$ cat config.mk
export PLATFORM = sky130hd
export DESIGN_NAME = inst_fetch
export DESIGN_NICKNAME = d
export VERILOG_FILES = /design/src/rtl/inst_fetch.sv
export SDC_FILE = /design/constraint.sdc
export NUM_CORES = 1
export LEC_CHECK = 0
export CAP_MARGIN = 20
export CORE_MARGIN = 2
export CORE_UTILIZATION = 35
export CTS_BUF_LIST = sky130_fd_sc_hd__clkbuf_16
export DETAILED_ROUTE_END_ITERATION = 12
export PLACE_DENSITY = 0.74
export REMOVE_ABC_BUFFERS = 1
export SYNTH_ARGS = -nofsm -noshare
export SYNTH_HDL_FRONTEND = slang
export SYNTH_SLANG_ARGS = --single-unit
export TNS_END_PERCENT = 10
$ cat constraint.sdc
create_clock -name clk -period 3.12 [get_ports clk]
set_clock_uncertainty 0.15 [all_clocks]
set_input_delay 0.624 -clock clk [delete_from_list [all_inputs] [get_ports clk]]
set_output_delay 0.624 -clock clk [all_outputs]
set_load 0.02 [all_outputs]
$ cat src/rtl/inst_fetch.sv
// Instruction fetch stage: a byte-addressed PC feeds a combinational instruction memory,
// and one registered output slot hands each instruction to decode with a valid/ready handshake.
module inst_fetch #(
    parameter logic [7:0]  RESET_PC  = 8'h00,
    parameter logic [31:0] HALT_INST = 32'h0000_0073
) (
    input  logic        clk,
    input  logic        rst_n,
    output logic [5:0]  imem_addr,
    input  logic [31:0] imem_data,
    input  logic        redirect_valid,
    input  logic [7:0]  redirect_pc,
    output logic        out_valid,
    input  logic        out_ready,
    output logic [31:0] out_inst,
    output logic [7:0]  out_pc,
    output logic        halted
);

    typedef enum logic {
        RUN  = 1'b0,
        HALT = 1'b1
    } state_t;

    state_t     state;
    state_t     state_next;
    logic [7:0] pc;
    logic       load;
    logic       halt_hit;

    assign imem_addr = pc[7:2];

    always_ff @(posedge clk or negedge rst_n) begin
        if (!rst_n) begin
            state <= RUN;
        end else begin
            state <= state_next;
        end
    end

    // Redirect outranks everything, including a halt word arriving in the same cycle.
    always_comb begin
        state_next = state;
        if (redirect_valid) begin
            state_next = RUN;
        end else if (halt_hit) begin
            state_next = HALT;
        end
    end

    always_comb begin
        halted   = (state == HALT);
        load     = (state == RUN) && (!out_valid || out_ready) && !redirect_valid;
        halt_hit = load && (imem_data == HALT_INST);
    end

    always_ff @(posedge clk or negedge rst_n) begin
        if (!rst_n) begin
            pc        <= RESET_PC;
            out_valid <= 1'b0;
            out_inst  <= '0;
            out_pc    <= '0;
        end else if (redirect_valid) begin
            // Targets are word aligned; the flush applies even while decode is stalling.
            pc        <= redirect_pc & 8'hFC;
            out_valid <= 1'b0;
        end else if (load) begin
            out_inst  <= imem_data;
            out_pc    <= pc;
            out_valid <= 1'b1;
            pc        <= pc + 8'd4;
        end else if (out_valid && out_ready) begin
            out_valid <= 1'b0;
        end
    end

endmodule
**Word level (Yosys, flattened, before mapping)**

Index checks and enable logic that the tools add are counted.

- Bits in registers: 50
- Output and inout bits: 48
- Logic and storage cells: 27

- Add/subtract/negate cells: 1
- Equality and inequality tests: 1
- Mux-type cells: 7
- Bitwise logic cells: 2
- Reduce and logical (&&, ||, !) cells: 11

Operators with widths:

| cell | number |
|---|---|
| 32-bit by 7-bit == test with 1-bit output, second input constant | 1 |
| 8-bit 2-to-1 mux | 2 |
| 8-bit by 3-bit adder with 8-bit output, second input constant | 1 |
| 1-bit 2-to-1 mux | 5 |
| 1-bit logical AND | 4 |
| 2-bit nonzero test | 2 |
| 3-bit nonzero test | 1 |
| 1-bit logical NOT | 2 |
| 1-bit NOT | 2 |
| 2-bit AND reduction | 1 |
| 1-bit logical OR | 1 |

**Longest topological paths before layout**

- Depth after elaboration: 7
- Depth in mapped cells: 5

**Least setup slack after synthesis**

No wires, ideal clock.

- Path kind: in2reg
- Start: in imem_data[19]
- End: reg state, in the netlist halted
- Library setup time: 0.103 ns
- Arrival: 1.781 ns
- Data required time: 2.867 ns
- Setup slack: 1.086 ns
- Stages: 3
- Path buffers: 0
- Cells stage by stage: or4_1 or4_1 o41ai_2

- Longest elaborated chain between the ends: 3

RTL lines:

| what | RTL line | RTL |
|---|---|---|
| start, declared | 10 | `input logic [31:0] imem_data,` |
| 32-bit by 7-bit == test with 1-bit output | 54 | `halt_hit = load && (imem_data == HALT_INST);` |
| 1-bit logical AND | 54 |  |
| 2-bit nonzero test (no line) | - |  |
| end signal, assigned | 37 | `state <= state_next;` |
| end, declared | 25 | `state_t state;` |

Every way passes these cells.
A chain may end at the register's enable or synchronous reset.

**Worst setup path in the final report**

- Start: reg state, in the netlist halted
- End: out halted

RTL lines:

| what | RTL line | RTL |
|---|---|---|
| end, declared | 17 | `output logic halted` |

No word-level cell between the ends.

==> impl_metrics.ini <==
[pwr]
swShare_pct = 27.06
vdd_ir_drop_max_v = 0.0002773
seqPwrFrac_pct = 43.0
clkPwrFrac_pct = 28.9
p_leak_nw = 1.231
power_density_mw_per_mm2 = 549.4
switchingPower_uw = 456.3
internal-power_mw = 1.230
combPwrFrac_pct = 28.1

[place]
dp.cells = 300
gp_congestion = 0.7367
io_buffers = 87
hpwl_microns = 3256
post-place-ws_ns = 0.5917

[floorplanning]
ios = 92
initial_core_util_pct = 36.01
core_area_sq_mm = 0.005473
dieArea_sq_mm = 0.006247
row_count = 27
die_x_microns = 79.04
dieHeight_microns = 79.04

[critical_path]
r2r-start = halted
regToRegSetupSlack_ns = 1.21
crit_path_cell_trace = clkdlybuf4s50_1
end_kind = primary output
crit_family = buffers and inverters
crit_path_top_delay_cell = clkdlybuf4s50_1
cp-start-kind = flip-flop
r2r_end = out_pc[6]
timing.critical_path.required_ns = 2.35
max_stage_delay_ns = 0.70
worst_ep_arrival_time_ns = 1.63
ff2ff_path_depth = 3
critPathKind = flip-flop to primary output
worstPathBufferInverterCount = 1
cp_max_fo = 17

[cells_and_area]
stdcell_count = 309
drive_gt1_share_pct = 22.36
area_growth_pct = 55.75
diodes = 0
fin_nets = 281

[route]
routed_wl_microns = 4416
antenna_left = 0
wl_per_cell_microns = 14.29
drtIter0Drc = 83
first_pass_iters = 4
drc = 0
vias = 1508
vias_per_cell = 4.880

[clock_tree]
ctsHoldBuffers = 0
cts_tree = yes
post_cts_buffers = 0
cts_buffers = 5
clock_latency_ns = 0.28
cts.sinks = 46
htree_num_levels = 2
cts.path.max_buffers = 2
root_buffer = clkbuf_16
path_clk_slew_ns = 0.06
ctsResizeCount = 0

[yosys]
ys_ff_latch = 46
avgSynthCellArea_sq_um = 13.50
seq_area_frac_synth_pct = 58.41
netlist_instances = 146
synth_cell_types = 30
mappedNetlistArea_sq_mm = 0.001971
ys_warn_count = 0

[timing]
fin_ws_ns = 0.7113
fin_setup_tns_ns = 0
period_share_pct = 77.20
fmax_mhz = 415.2
tightest_slew_ns = 0.5037
slew_violations = 0
max-slew-margin-rel_pct = 66.42
setup_viol = 0
post-route-min-period_ns = 2.409
rsz0062_at_grt = no
finalHoldViolCount = 0

[grt]
antenna_found_initial = 0
grt_start_max_net_pins = 47
grt_pass1_wl_microns = 7238
overflow = 0
grt_pass1_vias = 1509
track_usage_pct = 14.86

[run_status]
status = complete, no violations

[min_path]
hold_path_class = input port to asynchronous set/reset pin

[flow_run]
cap_violations = 0
## layer usage
| layer | track usage [%] | up-vias | share of wire [%] |
|---|---|---|---|
| li1 | - | 718 | - |
| met1 | 18.91 | 734 | 44 |
| met2 | 24.41 | 52 | 49 |
| met3 | 4.091 | 4 | 6.5 |
| met4 | 5.172 | 0 | 0.95 |
| met5 | 0 | - | 0 |
## flip-flops by register name, summed over array words and instances (netlist names)
register and cells:
halted 1, out_inst 32, out_pc 6, out_valid 1, pc 6
## worst max-delay path by stage
stage | from | end | cells after the start
global route | halted | halted | 1
global placement | imem_data[19] | halted | 4
CTS | halted | halted | 1
floorplan | out_ready | out_inst[0] | 3
detailed placement | imem_data[19] | halted | 4
finish | halted | halted | 1
## synthesized netlist by cell type
| cell | count | share of area [%] |
|---|---|---|
| a31oi_1 | 3 | 0.95 |
| buf_2 | 4 | 1.0 |
| inv_1 | 3 | 0.57 |
| buf_4 | 2 | 0.76 |
| o21a_1 | 1 | 0.38 |
| nand2b_1 | 1 | 0.32 |
| o21ai_0 | 1 | 0.25 |
| o41ai_2 | 1 | 0.83 |
| o31ai_1 | 2 | 0.76 |
| dfrtp_1 | 46 | 58 |
| nor3_1 | 1 | 0.25 |
| o41ai_1 | 2 | 0.89 |
| nor3b_1 | 1 | 0.38 |
| nor4bb_1 | 2 | 1.0 |
| or4_1 | 7 | 2.7 |
| nand4_1 | 2 | 0.63 |
| ha_1 | 1 | 0.63 |
| nor2b_1 | 4 | 1.3 |
| mux2_2 | 38 | 22 |
| o211ai_1 | 2 | 0.76 |
| or2_2 | 2 | 0.63 |
| nor4b_1 | 1 | 0.44 |
| nand3_1 | 1 | 0.25 |
| or3_1 | 1 | 0.32 |
| o31a_1 | 1 | 0.44 |
| clkbuf_1 | 3 | 0.57 |
| nor4_1 | 3 | 0.95 |
| nor2_1 | 4 | 0.76 |
| nand2_1 | 5 | 0.95 |
| conb_1 | 1 | 0.19 |
## logic make-up after synthesis
family / after synthesis / share of synthesized area, %
flip-flops: 46 / 58.41
multiplexers: 38 / 21.71
AND/OR/NAND/NOR: 35 / 10.86
AO/OA/AOI/OAI: 13 / 5.270
buffers and inverters: 12 / 2.920
adder cells (fa/ha/maj): 1 / 0.6348
other: 1 / 0.1903
## metrics by stage
| step | hold slack (ns) | power, mW | util, % | cell area, sq um |
|---|---|---|---|---|
| 6_report | 0.1471 | 1.686 | 56.08 | 3069 |
| 5_1_grt | 0.1711 | 1.781 | 56.08 | 3069 |
| 4_1_cts | 0.3587 | 1.712 | 55.72 | 3049 |
| 3_5_place_dp | 0.3449 | 1.213 | 53.20 | 2912 |
| 3_3_place_gp | 0.3389 | 1.202 | 53.20 | 2912 |
| 2_1_floorplan | 0.1784 | 0.9501 | - | 1928 |
## cell usage in the layout (no fill, tap or decap), types with 2 or more instances in the layout
master	netlist	final
or4_1	7	7
a31oi_1	3	3
o211ai_1	2	2
buf_4	2	3
nor4bb_1	2	2
inv_1	3	4
dfrtp_1	46	46
clkdlybuf4s50_1	0	86
nand2_1	5	5
conb_1	1	2
nand4_1	2	2
mux2_2	38	38
o31ai_1	2	2
o41ai_1	2	2
nor2_1	4	4
nor2b_1	4	4
or2_2	2	2
clkbuf_16	0	5
nor4_1	3	3
## power groups by stage
| stage | Sequential (mW) | Combinational [mW] | Clock, mW |
|---|---|---|---|
| 2_1_floorplan | 0.833 | 0.117 | 0 |
| 3_3_place_gp | 0.733 | 0.469 | 0 |
| 3_5_place_dp | 0.738 | 0.476 | 0 |
| 4_1_cts | 0.728 | 0.477 | 0.508 |
| 5_1_grt | 0.738 | 0.504 | 0.540 |
| 6_report | 0.726 | 0.473 | 0.487 |
## final cells by class
cell class | instances | area, sq um
Multi-Input combinational cell | 89 | 770.7
Tap cell | 72 | 90.09
Timing Repair Buffer | 91 | 908.4
Inverter | 3 | 11.26
Clock inverter | 3 | 12.51
Sequential cell | 46 | 1151
Clock buffer | 5 | 125.1
Fill cell | 479 | 2404
(Power assumes the default switching activity.)
